`src/rtl/bmult_accumulator_if.sv`:
```
// Handshake bundle between the operand issuer / product source and the
// accumulator: issue tags, product, and the valid/ready result port.
interface bmult_accumulator_if #(
  parameter int WIDTH = 32,
  parameter int GUARD = 8
);
  localparam int ACC_W = 2 * WIDTH + GUARD;

  logic               in_valid;
  logic               in_first;
  logic               in_last;
  logic               in_ready;
  logic [2*WIDTH-1:0] p;
  logic [ACC_W-1:0]   acc_data;
  logic               acc_ovf;
  logic               acc_valid;
  logic               acc_ready;

  modport master (
    output in_valid, in_first, in_last, p, acc_ready,
    input  in_ready, acc_data, acc_ovf, acc_valid
  );

  modport slave (
    input  in_valid, in_first, in_last, p, acc_ready,
    output in_ready, acc_data, acc_ovf, acc_valid
  );
endinterface

```
`src/rtl/bmult_accumulator.sv`:
```
// Framed accumulator for a pipelined multiplier product: tag delay line,
// guarded sum with sticky overflow, and a 2-entry result buffer.
module bmult_accumulator #(
  parameter int WIDTH    = 32,
  parameter int MULT_LAT = 1,
  parameter int GUARD    = 8
) (
  input  logic              clk,
  input  logic              rst,
  bmult_accumulator_if.slave io_bus
);
  localparam int ACC_W = 2 * WIDTH + GUARD;
  localparam int CW    = $clog2(MULT_LAT + 1) + 1;

  logic [MULT_LAT-1:0] r_tag_v;
  logic [MULT_LAT-1:0] r_tag_f;
  logic [MULT_LAT-1:0] r_tag_l;
  logic [ACC_W-1:0]    r_acc;
  logic                r_ovf;
  logic [ACC_W-1:0]    r_mem_d [2];
  logic [1:0]          r_mem_o;
  logic                r_rd_ptr;
  logic                r_wr_ptr;
  logic [1:0]          r_count;

  logic                w_accept;
  logic                w_al_v;
  logic                w_al_f;
  logic                w_al_l;
  logic                w_push;
  logic                w_pop;
  logic                w_valid;
  logic [ACC_W:0]      w_sum;
  logic                w_ovf_next;
  logic [CW-1:0]       w_last_cnt;
  logic [CW-1:0]       w_free;

  // Every last tag still in flight will claim a buffer slot when it lands.
  always_comb begin
    w_last_cnt = '0;
    for (int i = 0; i < MULT_LAT; i++) begin
      w_last_cnt = w_last_cnt + CW'(r_tag_v[i] & r_tag_l[i]);
    end
  end

  assign w_free          = CW'(2'd2 - r_count);
  assign io_bus.in_ready = (w_free > w_last_cnt);
  assign w_accept        = io_bus.in_valid & io_bus.in_ready;

  always_ff @(posedge clk or posedge rst) begin
    if (rst) begin
      r_tag_v <= '0;
      r_tag_f <= '0;
      r_tag_l <= '0;
    end else begin
      r_tag_v[0] <= w_accept;
      r_tag_f[0] <= w_accept & io_bus.in_first;
      r_tag_l[0] <= w_accept & io_bus.in_last;
      for (int i = 1; i < MULT_LAT; i++) begin
        r_tag_v[i] <= r_tag_v[i-1];
        r_tag_f[i] <= r_tag_f[i-1];
        r_tag_l[i] <= r_tag_l[i-1];
      end
    end
  end

  assign w_al_v = r_tag_v[MULT_LAT-1];
  assign w_al_f = w_al_v & r_tag_f[MULT_LAT-1];
  assign w_al_l = w_al_v & r_tag_l[MULT_LAT-1];

  assign w_sum      = (w_al_f ? '0 : {1'b0, r_acc})
                    + {{(ACC_W + 1 - 2 * WIDTH){1'b0}}, io_bus.p};
  assign w_ovf_next = (w_al_f ? 1'b0 : r_ovf) | w_sum[ACC_W];

  always_ff @(posedge clk or posedge rst) begin
    if (rst) begin
      r_acc <= '0;
      r_ovf <= 1'b0;
    end else if (w_al_v) begin
      if (w_al_l) begin
        r_acc <= '0;
        r_ovf <= 1'b0;
      end else begin
        r_acc <= w_sum[ACC_W-1:0];
        r_ovf <= w_ovf_next;
      end
    end
  end

  assign w_push  = w_al_l;
  assign w_valid = (r_count != 2'd0);
  assign w_pop   = w_valid & io_bus.acc_ready;

  // On a full buffer with a simultaneous pop, the write lands in the slot
  // being vacated, so occupancy stays at two.
  always_ff @(posedge clk or posedge rst) begin
    if (rst) begin
      r_mem_d[0] <= '0;
      r_mem_d[1] <= '0;
      r_mem_o    <= '0;
      r_rd_ptr   <= 1'b0;
      r_wr_ptr   <= 1'b0;
      r_count    <= 2'd0;
    end else begin
      if (w_push) begin
        r_mem_d[r_wr_ptr] <= w_sum[ACC_W-1:0];
        r_mem_o[r_wr_ptr] <= w_ovf_next;
        r_wr_ptr          <= ~r_wr_ptr;
      end
      if (w_pop) begin
        r_rd_ptr <= ~r_rd_ptr;
      end
      r_count <= r_count + {1'b0, w_push} - {1'b0, w_pop};
    end
  end

  assign io_bus.acc_valid = w_valid;
  assign io_bus.acc_data  = w_valid ? r_mem_d[r_rd_ptr] : '0;
  assign io_bus.acc_ovf   = w_valid & r_mem_o[r_rd_ptr];
endmodule

```
`src/flat_wrapper.sv`:
```
// flat-port wrapper written by rule: the top's interface ports become plain ports
module bmult_accumulator_flat 
#(
  parameter int WIDTH    = 32,
  parameter int MULT_LAT = 1,
  parameter int GUARD    = 8
)
  (clk, rst, io_bus_in_valid, io_bus_in_first, io_bus_in_last, io_bus_p, io_bus_acc_ready, io_bus_in_ready, io_bus_acc_data, io_bus_acc_ovf, io_bus_acc_valid);
  bmult_accumulator_if #(.WIDTH(WIDTH), .GUARD(GUARD)) io_bus_i ();
  input  logic clk;
  input  logic rst;
  input wire logic [$bits(io_bus_i.in_valid)-1:0] io_bus_in_valid;
  input wire logic [$bits(io_bus_i.in_first)-1:0] io_bus_in_first;
  input wire logic [$bits(io_bus_i.in_last)-1:0] io_bus_in_last;
  input wire logic [$bits(io_bus_i.p)-1:0] io_bus_p;
  input wire logic [$bits(io_bus_i.acc_ready)-1:0] io_bus_acc_ready;
  output wire logic [$bits(io_bus_i.in_ready)-1:0] io_bus_in_ready;
  output wire logic [$bits(io_bus_i.acc_data)-1:0] io_bus_acc_data;
  output wire logic [$bits(io_bus_i.acc_ovf)-1:0] io_bus_acc_ovf;
  output wire logic [$bits(io_bus_i.acc_valid)-1:0] io_bus_acc_valid;
  assign io_bus_i.in_valid = io_bus_in_valid;
  assign io_bus_i.in_first = io_bus_in_first;
  assign io_bus_i.in_last = io_bus_in_last;
  assign io_bus_i.p = io_bus_p;
  assign io_bus_i.acc_ready = io_bus_acc_ready;
  assign io_bus_in_ready = io_bus_i.in_ready;
  assign io_bus_acc_data = io_bus_i.acc_data;
  assign io_bus_acc_ovf = io_bus_i.acc_ovf;
  assign io_bus_acc_valid = io_bus_i.acc_valid;
  bmult_accumulator #(.WIDTH(WIDTH), .MULT_LAT(MULT_LAT), .GUARD(GUARD)) u_core (.clk(clk), .rst(rst), .io_bus(io_bus_i));
endmodule
```
`config.mk`:
```
export PLATFORM = sky130hd
export DESIGN_NAME = bmult_accumulator_flat
export DESIGN_NICKNAME = d
export VERILOG_FILES = /design/src/rtl/bmult_accumulator_if.sv /design/src/rtl/bmult_accumulator.sv /design/src/flat_wrapper.sv
export SDC_FILE = /design/constraint.sdc
export NUM_CORES = 1
export LEC_CHECK = 0
export ABC_AREA = 1
export BUFFER_PORTS_ARGS = -buffer_cell sky130_fd_sc_hd__buf_2
export CAP_MARGIN = 20
export CORE_MARGIN = 5
export CORE_UTILIZATION = 61
export CTS_CLUSTER_DIAMETER = 40
export CTS_CLUSTER_SIZE = 12
export DETAILED_ROUTE_END_ITERATION = 12
export GPL_TIMING_DRIVEN = 0
export PLACE_DENSITY = 0.82
export SLEW_MARGIN = 10
export SYNTH_ARGS = -nofsm -noshare
export SYNTH_HDL_FRONTEND = slang
export SYNTH_SLANG_ARGS = --single-unit
```
`constraint.sdc`:
```
create_clock -name clk -period 7.6 [get_ports clk]
set_input_delay 0.38 -clock clk [delete_from_list [all_inputs] [get_ports clk]]
set_output_delay 0.38 -clock clk [all_outputs]
set_load 0.1 [all_outputs]
```
# After elaboration in Yosys (flattened, before gate mapping)
# Index checks and enable logic that the tools add are counted.
[classes]
n_reduce_logical = 3
n_addsub = 4
muxes = 16
bitwise = 13
magnitude_cmp = 7
[op_table]
columns = ["operator", "count"]
rows = [
  ["two-way mux 72 bit", 7],
  ["bitwise mux 144 bit", 1],
  ["adder 73 x 64 -> 73 bit", 1],
  ["demux 72 bit (select 1 bit)", 1],
  ["AND 1 bit", 8],
  ["two-way mux 1 bit", 5],
  [">= comparator 2 bit, second input constant", 2],
  ["< comparator 1 x 2 -> 1 bit, second input constant", 2],
  ["NOT 1 -> 2 bit", 2],
  ["adder 2 x 1 -> 2 bit", 1],
  ["bitwise mux 2 bit", 1],
  ["> comparator 2 bit", 1],
  ["logical AND 1 bit", 2],
  ["< comparator 2 x 1 -> 1 bit, second input constant", 1],
  ["NOT 1 bit", 2],
  ["nonzero test 2 bit", 1],
  ["subtractor 2 x 1 -> 2 bit", 1],
  ["subtractor 2 bit, first input constant", 1],
  ["demux 1 bit (select 1 bit)", 1],
  [">= comparator 1 bit, second input constant", 1],
  ["OR 1 bit", 1],
]
[word_totals]
regBits = 226
out_inout_bits = 75
elab_cells = 54
inputBits = 70

# Longest topological paths before layout
# Gate-level depths: netlist of run 1.
[logic_depth]
depth_word = 6
mapped_depth = 23
ltp_nobuf = 20

# Worst setup path before layout of run 1
# Ideal clock, no wire load.
[synth_path]
path_kind = "register to output"
from = "reg u_core.r_count[0]"
to = "out io_bus_acc_data[62]"
t_required_ns = 7.220
arrival_ns = 3.368
path_stages_with_launch = 8
path_buffers = 2
path_slack_ns = 3.852
cell_sequence = "dfrtp_1 > inv_1 > ha_1 > inv_1 > clkbuf_1 > clkbuf_1 > o21ai_0 > nor2_1"
[synth_via]
elab_chain_cells = 2
[synth_lines]
columns = ["element", "line", "rtl"]
rows = [
  ["from (decl)", "bmult_accumulator.sv:24", "logic [1:0] r_count;"],
  ["from (signal assigned)", "bmult_accumulator.sv:113", "r_count <= r_count + {1'b0, w_push} - {1'b0, w_pop};"],
  ["nonzero test 2 bit", "bmult_accumulator.sv:91", "assign w_valid = (r_count != 2'd0);"],
  ["named net io_bus_acc_valid", "flat_wrapper.sv:20", "output wire logic [$bits(io_bus_i.acc_valid)-1:0] io_bus_acc_valid;"],
  ["two-way mux 72 bit", "bmult_accumulator.sv:118", "assign io_bus.acc_data = w_valid ? r_mem_d[r_rd_ptr] : '0;"],
  ["to (decl)", "flat_wrapper.sv:18", "output wire logic [$bits(io_bus_i.acc_data)-1:0] io_bus_acc_data;"],
]
# The timed path passes the listed nets, and every way through them passes these cells.

# Final worst setup path of run 1
[layout_path]
from = "reg u_core.r_tag_v"
to = "reg u_core.r_mem_d[32] (netlist bit)"
[layout_via]
elab_chain_cells = 4
word_cells_on_any_way = 5
classes_between = "1 x add/sub; 2 x mux; 2 x bitwise"
[layout_lines]
columns = ["element", "line", "rtl"]
rows = [
  ["from (decl)", "bmult_accumulator.sv:15", "logic [MULT_LAT-1:0] r_tag_v;"],
  ["from (signal, indexed assignment)", "bmult_accumulator.sv:60", "r_tag_v[i] <= r_tag_v[i-1];"],
  ["AND 1 bit", "bmult_accumulator.sv:68", "assign w_al_f = w_al_v & r_tag_f[MULT_LAT-1];"],
  ["two-way mux 72 bit", "bmult_accumulator.sv:71", "assign w_sum = (w_al_f ? '0 : {1'b0, r_acc})"],
  ["adder 73 x 64 -> 73 bit", "bmult_accumulator.sv:72", "+ {{(ACC_W + 1 - 2 * WIDTH){1'b0}}, io_bus.p};"],
  ["bitwise mux 144 bit", "bmult_accumulator.sv:106", "r_mem_d[r_wr_ptr] <= w_sum[ACC_W-1:0];"],
  ["to (signal, indexed assignment)", "bmult_accumulator.sv:106", ""],
  ["to (decl)", "bmult_accumulator.sv:20", "logic [ACC_W-1:0] r_mem_d [2];"],
]
# Parallel ways exist; a longest one is shown, timed or not.
# A chain may end at the register's enable or synchronous reset.

==> flow_summary.yaml, run 1 <==
outcome:
  status: "complete, no violations"
floorplan:
  die_h_um: 171
  die-area_mm2: 0.0292
  core_mm2: 0.0253
  dieWidth_um: 171
  initial_utilization_pct: 62.2
  ioPinCount: 145
  num_rows: 58
grt:
  busiest_layer: "met2"
  met2_usage_pct: 59.4
  grt_overflow: 0
  use_met3_pct: 9.24
  grt_pass1_vias: 16400
  antenna_found_initial: 1
  grt_max_degree: 95
  grt_pass1_wl_mm: 88.9
  grt.met1_usage_pct: 55.9
  grt_usage_pct: 39.3
final_layout:
  n_fill_cell: 2083
  final_layout_size_suffix_gt1_share_pct: 10.7
  finalNetCount: 2770
  syn_to_final_growth_pct: 14.5
routing:
  routed_wl_mm: 58.1
  wire_per_inst_um: 19.5
  viasPerCell: 5.80
  vias: 17300
  drt_first_iter_violations: 2110
  drt_drc_violations_left: 0
  dr.pass1.iters: 8
  postRouteAntennaNets: 0
timing:
  rsz0062_at_grt: "no"
  finalMaxSlewViolations: 0
  tightest_slew_ns: 0.962
  hold_viol: 0
  min_period_ns: 4.61
  finalSetupViolations: 0
  holdWs_ns: 0.0298
  fin_ws_ns: 2.99
  fmax_ghz: 0.217
  fin_worst_skew_ns: 0.0286
  slew_headroom_pct: 35.9
  period_share_pct: 60.7
clocking:
  cts_buffer_depth: 3
  htreeDepth: 1
  clock_latency_ns: 0.58
  path_clk_slew_ns: 0.06
  cts_root_buf: "clkbuf_16"
  clock-sinks: 226
  cts_tree: "built"
  numCtsBuffers: 31
  post_cts_buffers: 0
synth:
  synth_top_area_share_pct: 35.9
  netlist_area_mm2: 0.0158
  yosysMostFrequentCell: "nand2_1"
  synth-edff-count: 0
  yosys_warnings: 0
  ys_seq_area_share_pct: 35.9
  ys_top_cells_by_count: "790 x nand2_1, 340 x inv_1, 328 x nor2_1"
  synthesis.instances: 2451
  ys_types: 37
  async_flop_share_pct: 100
  synth.area.top_cells: "dfrtp_1 36%, nand2_1 19%, inv_1 8.1%, nor2_1 7.8%, o21ai_0 5.7%"
  syn_nets: 2590
  syn_area_per_cell_um2: 6.43
  yosysTopAreaCell: "dfrtp_1"
  postSynthRegisterBits: 226
  ys.flop_type: "dfrtp_1"
place:
  dp_slack_ns: 3.25
  routabilityCongestion: 0.998
  io_buffers: 144
  dp_hpwl_mm: 44.7
setup_path:
  worstSetupEndpointType: "flip-flop"
  crit_path_start_kind: "flip-flop"
  crit_required_ns: 8.01
  arrival_ns: 5.02
  path_max_fanout: 10
  critPathKind: "flip-flop to flip-flop"
  reg2reg_setup_slack_ns: 2.99
worst_hold_path:
  hold_class: "input port to flip-flop"
flow_run:
  drv_cap: 0
[state kept, by name, indices dropped and copies added, names as in the netlist]
name and count:
u_core.r_acc 72, u_core.r_count 2, u_core.r_mem_d 144, u_core.r_mem_o 2
u_core.r_ovf 1, u_core.r_rd_ptr 1, u_core.r_tag_f 1, u_core.r_tag_l 1
u_core.r_tag_v 1, u_core.r_wr_ptr 1
[repair_timing]
item	4_1_cts	5_1_grt
hold endpoints to repair	49	0
setup endpoints to repair	0	0
resized for setup	0	0
hold buffers	1	0
[area by class of cell]
type                            count  area (um^2)  area share (%)
Antenna cell                        2         5.00          0.0277
Buffer                             76          297            1.64
Clock buffer                       34          807            4.47
Clock inverter                     18          260            1.44
Inverter                          364         1370            7.61
Multi-Input combinational cell   1785         8450            46.8
Sequential cell                   226         5660            31.3
Tap cell                          330          413            2.29
Timing Repair Buffer              147          786            4.36
[metrics by stage]
step / std cells / area [um^2] / TNS, ns / util, %
global route: 2980 / 18000 / 0 / 71.2
global placement: 2925 / 16900 / -250.35 / 66.7
detailed placement: 2927 / 17000 / 0 / 67.0
finish: 2982 / 18000 / 0 / 71.2
floorplan: 2451 / 15800 / 0 / -
CTS: 2980 / 18000 / 0 / 71.2
[placed cells by master (no fill, tap or decap), types with 2 or more instances in the layout]
cell type / Yosys / final
inv_1: 340 / 339
a21oi_1: 77 / 77
o21ai_0: 181 / 181
xnor2_1: 33 / 33
nand2_2: 17 / 17
nor4_1: 4 / 4
dfrtp_1: 226 / 226
nand3b_1: 5 / 5
bufinv_16: 0 / 5
inv_6: 0 / 4
o22ai_1: 29 / 29
nand4_1: 3 / 3
nand3_1: 153 / 153
xor2_1: 8 / 8
buf_16: 0 / 2
o21bai_1: 2 / 2
nor2_2: 26 / 26
and3_1: 8 / 8
nor2_1: 328 / 328
clkbuf_16: 0 / 31
nor4_2: 3 / 3
diode_2: 0 / 2
buf_2: 3 / 147
nor3_1: 14 / 14
clkbuf_1: 66 / 67
inv_2: 23 / 23
o21ai_1: 18 / 18
clkinvlp_4: 0 / 3
ha_1: 68 / 68
buf_1: 6 / 6
and2_1: 2 / 2
nor2_4: 3 / 3
clkinv_2: 0 / 2
inv_8: 0 / 4
nand3_2: 6 / 6
nand2_1: 790 / 790
clkbuf_8: 0 / 2
[kinds of logic (layout without fill, tap and decap cells)]
family / Yosys count / after routing / share of synthesized area [%]
other cells: 0 / 2 / 0
simple gates: 1366 / 1366 / 35.7
buf+inv: 440 / 639 / 10.5
xor+xnor: 41 / 41 / 2.28
flops: 226 / 226 / 35.9
compound gates: 309 / 309 / 10.1
fa+ha+maj: 69 / 69 / 5.52
[routing by layer]
layer	wire length, um	vias to the layer above
li1	-	7979
met1	24000	8002
met2	24500	1123
met3	7320	200
met4	2230	4
met5	32	-
[critical path, stage by stage (launching register included)]
cell,delay [ns]
dfrtp_1,0.38
buf_6,0.23
nand2_8,0.11
inv_2,0.11
clkbuf_1,0.73
clkbuf_1,0.56
nor2_1,0.11
ha_1,0.25
inv_1,0.08
fa_1,0.21
inv_1,0.09
nand3_1,0.07
nand3_1,0.14
nand2_1,0.11
nand2_2,0.10
nand2_1,0.08
nand2_1,0.12
nand2_1,0.10
nand2_1,0.11
xor2_1,0.55
o21ai_0,0.18
[path summary, 6_finish.rpt]
check	start	end	cells after the start
max in group asynchronous	rst	u_core.r_acc[11]$_DFFE_PP0P_	4
worst max-delay path	u_core.r_tag_v$_DFF_PP0_	u_core.r_mem_d[32]$_DFFE_PP0P_	20
worst min register to register	u_core.r_mem_d[123]$_DFFE_PP0P_	u_core.r_mem_d[123]$_DFFE_PP0P_	2
worst min-delay path	io_bus_in_last	u_core.r_tag_l$_DFF_PP0_	3
worst max register to register	u_core.r_tag_v$_DFF_PP0_	u_core.r_mem_d[32]$_DFFE_PP0P_	20
min in group asynchronous	rst	u_core.r_acc[69]$_DFFE_PP0P_	3
Power of run 1 is not shown: default switching activity piles up to over one toggle a cycle in this logic, so the estimate is an artifact.
==> run 2: changes to the inputs <==
--- a/config.mk
+++ b/config.mk
@@ -9,12 +9,12 @@
 export BUFFER_PORTS_ARGS = -buffer_cell sky130_fd_sc_hd__buf_2
 export CAP_MARGIN = 20
 export CORE_MARGIN = 5
-export CORE_UTILIZATION = 61
+export CORE_UTILIZATION = 55
 export CTS_CLUSTER_DIAMETER = 40
 export CTS_CLUSTER_SIZE = 12
 export DETAILED_ROUTE_END_ITERATION = 12
 export GPL_TIMING_DRIVEN = 0
-export PLACE_DENSITY = 0.82
+export PLACE_DENSITY = 0.78
 export SLEW_MARGIN = 10
 export SYNTH_ARGS = -nofsm -noshare
 export SYNTH_HDL_FRONTEND = slang
==> constraint.sdc (replaced) <==
create_clock -name clk -period 4.1 [get_ports clk]
set_input_delay 0.205 -clock clk [delete_from_list [all_inputs] [get_ports clk]]
set_output_delay 0.205 -clock clk [all_outputs]
set_load 0.1 [all_outputs]
==> flow_summary.yaml, run 2 (synthesis gave the netlist of run 1 again) <==
timing:
  rsz0062_at_grt: "no"
  holdWs_ns: 0.162
  fin_worst_skew_ns: 0.0323
  finalMaxSlewViolations: 0
  hold_viol: 0
  tightest_slew_ns: 1.23
  slew_headroom_pct: 18.2
  finalSetupViolations: 0
  period_share_pct: 94.9
  min_period_ns: 3.89
  fmax_ghz: 0.257
floorplan:
  core_mm2: 0.0285
  die_h_um: 179
  ioPinCount: 145
  num_rows: 62
  initial_utilization_pct: 55.4
  die-area_mm2: 0.0321
  dieWidth_um: 179
setup_path:
  critPathKind: "flip-flop to flip-flop"
  crit_path_start_kind: "flip-flop"
  endpoint: "u_core.r_mem_o[0]$_DFFE_PP0P_"
  startpoint: "u_core.r_tag_v$_DFF_PP0_"
  path_max_fanout: 13
  reg2reg_setup_slack_ns: 0.21
  crit_required_ns: 4.49
  r2r-end: "u_core.r_mem_o[0]$_DFFE_PP0P_"
  r2r-start: "u_core.r_tag_v$_DFF_PP0_"
  worstSetupEndpointType: "flip-flop"
  r2r_cells: 21
  arrival_ns: 4.28
clocking:
  htreeDepth: 2
  numCtsBuffers: 37
  cts_buffer_depth: 3
  clock-sinks: 226
  clock_latency_ns: 0.53
  cts_root_buf: "clkbuf_16"
  post_cts_buffers: 0
  path_clk_slew_ns: 0.06
  cts_tree: "built"
grt:
  antenna_found_initial: 1
  grt_pass1_wl_mm: 87.6
  grt_overflow: 0
  grt_pass1_vias: 15700
  grt_max_degree: 40
  grt_usage_pct: 35.5
final_layout:
  regMostFlops: "u_core.r_mem_d"
  layout_commonest_cell: "nand2_1"
  largest_reg_flops: 144
  final_layout_size_suffix_gt1_share_pct: 11.3
  final_cell_mix: "790 x nand2_1, 339 x inv_1, 328 x nor2_1"
  final_core_util_pct: 64.8
  n_fill_cell: 2623
  finalNetCount: 2785
  syn_to_final_growth_pct: 17.0
  reg_top3: "u_core.r_mem_d: 144 flops, u_core.r_acc: 72 flops"
routing:
  postRouteAntennaNets: 0
  dr.pass1.iters: 6
  routed_wl_mm: 57.3
  drt_drc_violations_left: 0
  drt_first_iter_violations: 1723
  vias: 16700
  wire_per_inst_um: 18.7
  viasPerCell: 5.45
worst_hold_path:
  hold_class: "input port to flip-flop"
place:
  dp_hpwl_mm: 45.3
  routabilityCongestion: 1.01
  io_buffers: 144
outcome:
  status: "complete, no violations"
flow_run:
  drv_cap: 0
==> run 2: changes by cell type in the layout (fill, tap and decap cells not counted), sizes merged <==
cell         delta
bufinv          -1
dlygate4sd3     +6
clkinvlp        +2
clkbuf          +7
buf             +5
inv             +2
diode           -1
==> run 2: timing repair <==
item | in CTS | in global routing
endpoints found under the setup margin | 83 | 30
endpoints found under the hold margin | 17 | 0
gates resized for setup | 0 | 6
hold buffers | 7 | 0
==> run 2: metal layers <==
| layer | up-vias | routed length [um] | track usage (%) | part of all wire (%) |
|---|---|---|---|---|
| met3 | 87 | 5980 | 7.23 | 10 |
| met1 | 7820 | 25800 | 52.9 | 45 |
| met2 | 731 | 24300 | 52.7 | 42 |
| met5 | - | 0 | 0.641 | 0 |
| met4 | 0 | 1250 | 9.14 | 2.2 |
| li1 | 8026 | - | - | - |
==> run 2: worst min-delay path by stage <==
| stage | from | to | slack, ns | depth (start not counted) |
|---|---|---|---|---|
| after floorplan | io_bus_in_first | u_core.r_tag_f$_DFF_PP0_ | 0.31 | 2 |
| after global placement | io_bus_in_first | u_core.r_tag_f$_DFF_PP0_ | 0.42 | 3 |
| after detailed placement | rst | u_core.r_mem_d[142]$_DFFE_PP0P_ | 0.23 | 2 |
| after CTS | io_bus_p[0] | u_core.r_mem_d[72]$_DFFE_PP0P_ | 0.16 | 4 |
| after global routing | io_bus_p[0] | u_core.r_mem_d[72]$_DFFE_PP0P_ | 0.18 | 4 |
| final | io_bus_p[0] | u_core.r_acc[0]$_DFFE_PP0P_ | 0.16 | 4 |
==> run 2: cell type report <==
| type | instances | area, um^2 | share of cell area, % |
|---|---|---|---|
| buffer | 75 | 294 | 1.59 |
| tap | 384 | 480 | 2.60 |
| clock buffer | 43 | 998 | 5.41 |
| antenna | 1 | 2.50 | 0.0136 |
| timing repair buffer | 157 | 911 | 4.94 |
| sequential | 226 | 5660 | 30.7 |
| clock inverter | 21 | 283 | 1.53 |
| inverter | 364 | 1370 | 7.44 |
| multi-input combinational | 1785 | 8450 | 45.8 |
==> run 2: critical path, stage by stage, from the launching register on <==
cell     delay, ns
dfrtp_1       0.38
buf_6         0.24
nand2_8       0.11
inv_4         0.23
buf_2         0.35
nor2_1        0.08
ha_1          0.23
inv_1         0.08
fa_1          0.20
inv_1         0.09
nand3_1       0.07
nand3_1       0.23
nand2_1       0.15
nand2_2       0.13
nand3_1       0.10
nand3_1       0.24
nand2_1       0.21
nand3_1       0.24
nand2_1       0.14
nand2_1       0.10
nand2_1       0.08
nand2_1       0.06
==> run 2: through the flow <==
| stage | instances | setup WS, ns | setup TNS (ns) | cell area [um^2] |
|---|---|---|---|---|
| after floorplan | 2451 | 0.527 | 0 | 15800 |
| after global placement | 2979 | -0.417 | -92.34 | 17000 |
| after detailed placement | 2985 | -0.431 | -13.01 | 17100 |
| after CTS | 3055 | 0.0353 | 0 | 18400 |
| after global routing | 3055 | 0.0831 | 0 | 18400 |
| final | 3056 | 0.211 | 0 | 18500 |
Power of run 2 is left out for the same reason.
==> run 3: changes to the inputs <==
--- a/config.mk
+++ b/config.mk
@@ -9,12 +9,11 @@
 export BUFFER_PORTS_ARGS = -buffer_cell sky130_fd_sc_hd__buf_2
 export CAP_MARGIN = 20
 export CORE_MARGIN = 5
-export CORE_UTILIZATION = 55
+export CORE_UTILIZATION = 35
 export CTS_CLUSTER_DIAMETER = 40
 export CTS_CLUSTER_SIZE = 12
 export DETAILED_ROUTE_END_ITERATION = 12
-export GPL_TIMING_DRIVEN = 0
-export PLACE_DENSITY = 0.78
+export PLACE_DENSITY = 0.54
 export SLEW_MARGIN = 10
 export SYNTH_ARGS = -nofsm -noshare
 export SYNTH_HDL_FRONTEND = slang
==> flow_summary.yaml, run 3 (synthesis gave the netlist of run 1 again) <==
floorplan:
  die-area_mm2: 0.0494
  initial_utilization_pct: 35.5
  dieWidth_um: 222
  core_mm2: 0.0444
  ioPinCount: 145
  num_rows: 77
  die_h_um: 222
timing:
  period_share_pct: 79.6
  fmax_ghz: 0.306
  finalSetupViolations: 0
  tightest_slew_ns: 0.987
  tns_ns: 0
  hold_viol: 0
  rsz0062_at_grt: "no"
  fin_ws_ns: 0.835
  finalMaxSlewViolations: 0
  fin_worst_skew_ns: 0.0224
  slew_headroom_pct: 34.2
  min_period_ns: 3.26
final_layout:
  n_fill_cell: 4795
  syn_to_final_growth_pct: 17.9
  layout_commonest_cell: "nand2_1"
  antenna-diode-count: 0
  largest_reg_flops: 144
  multi_input_area_mm2: 0.00846
  reg_top3: "u_core.r_mem_d: 144 flops, u_core.r_acc: 72 flops"
  final_core_util_pct: 41.8
  finalNetCount: 2725
  final_cell_area_mm2: 0.0186
  final_cell_mix: "789 x nand2_1, 337 x inv_1, 326 x nor2_1"
  regMostFlops: "u_core.r_mem_d"
  final_layout_size_suffix_gt1_share_pct: 11.9
  seqCellArea_mm2: 0.00566
place:
  io_buffers: 144
  routabilityCongestion: 0.989
  dp_slack_ns: 0.880
  placed_area_mm2: 0.0171
  dp_hpwl_mm: 44.2
worst_hold_path:
  hp-start: "io_bus_p[0]"
  hold_class: "input port to flip-flop"
  holdPathEnd: "u_core.r_acc[0]$_DFFE_PP0P_"
  min_path_cells: 4
clocking:
  htreeDepth: 2
  numCtsBuffers: 42
  clock_latency_ns: 0.56
  path_clk_slew_ns: 0.06
  cts_resized: 0
  clock-sinks: 226
  cts_root_buf: "clkbuf_16"
  cts_tree: "built"
  cts_buffer_depth: 3
grt:
  grt_overflow: 0
  grt_pass1_vias: 15500
  antenna_found_initial: 0
  grt_usage_pct: 23.2
  grt_pass1_wl_mm: 90.5
  grt_max_degree: 160
outcome:
  status: "complete, no violations"
setup_path:
  crit_path_max_incr_delay_ns: 0.43
  r2r-end: "u_core.r_mem_d[137]$_DFFE_PP0P_"
  path_cells: "nand2_8 -> inv_2 -> buf_12 -> nor2_1 -> ha_1 -> nand2_1 -> inv_1 -> nand2_1 -> nand2_1 -> inv_1 -> nand3_1 -> nand2_1 -> nand2_1 -> nand2_1 -> nand2_2 -> nand2_1 -> nand3_1 -> nand3_1 -> nand2_1"
  arrival_ns: 3.70
  r2r-start: "u_core.r_tag_v$_DFF_PP0_"
  crit_path_start_kind: "flip-flop"
  crit_required_ns: 4.53
  crit_family: "simple AND/OR/NAND/NOR gates"
  critPathSlowestCell: "dfrtp_1"
  path_buf_inv: 4
  worstSetupEndpointType: "flip-flop"
  cp_common_cell: "nand2_1"
  r2r_cells: 19
  reg2reg_setup_slack_ns: 0.84
  path_max_fanout: 41
  critPathKind: "flip-flop to flip-flop"
routing:
  routed_wl_mm: 58.0
  drt_drc_violations_left: 0
  viasPerCell: 4.96
  wire_per_inst_um: 18.1
  postRouteAntennaNets: 0
  drt_first_iter_violations: 1302
  dr.pass1.iters: 5
  vias: 15900
flow_run:
  drv_cap: 0
run 3: per-layer routing:
metal  vias up  part of all wire, %  track usage (%)
met5         -                    0                0
met4         0                  1.9             5.03
met3        72                  5.9             4.00
met2       439                   43             35.2
met1      7474                   49             34.6
li1       7893                    -                -
run 3: worst min-delay path, cell delays in order:
cell and delay (ns):
buf_2 0.10, ha_1 0.13, inv_1 0.08, o22ai_1 0.13
run 3: final cells by class:
| cell class | instances | area share (%) |
|---|---|---|
| Timing Repair Buffer | 167 | 5.31 |
| Tap cell | 592 | 3.99 |
| Inverter | 364 | 7.38 |
| Clock buffer | 52 | 6.02 |
| Multi-Input combinational cell | 1785 | 45.5 |
| Sequential cell | 226 | 30.4 |
| Clock inverter | 18 | 1.36 |
run 3: what timing repair did:
item | 4_1_cts | 5_1_grt
hold buffers | 7 | 0
setup buffers | 0 | 0
hold endpoints to repair | 17 | 0
run 3: worst max path at each step:
stage	start	end	slack, ns	depth (start not counted)
finish	u_core.r_tag_v$_DFF_PP0_	u_core.r_mem_d[137]$_DFFE_PP0P_	0.84	19
global route	u_core.r_tag_v$_DFF_PP0_	u_core.r_mem_d[137]$_DFFE_PP0P_	0.51	19
CTS	u_core.r_tag_v$_DFF_PP0_	u_core.r_mem_d[137]$_DFFE_PP0P_	0.88	18
detailed placement	u_core.r_tag_v$_DFF_PP0_	u_core.r_acc[65]$_DFFE_PP0P_	0.88	18
global placement	u_core.r_tag_v$_DFF_PP0_	u_core.r_mem_d[137]$_DFFE_PP0P_	0.89	18
floorplan	u_core.r_count[0]$_DFF_PP0_	io_bus_acc_data[62]	0.53	7
run 3: stage by stage:
stage | hold slack, ns | instances
2_1_floorplan | 0.311 | 2451
3_3_place_gp | 0.222 | 3127
3_5_place_dp | 0.225 | 3127
4_1_cts | 0.103 | 3204
5_1_grt | 0.176 | 3204
6_report | 0.140 | 3204
Power of run 3 is left out for the same reason.
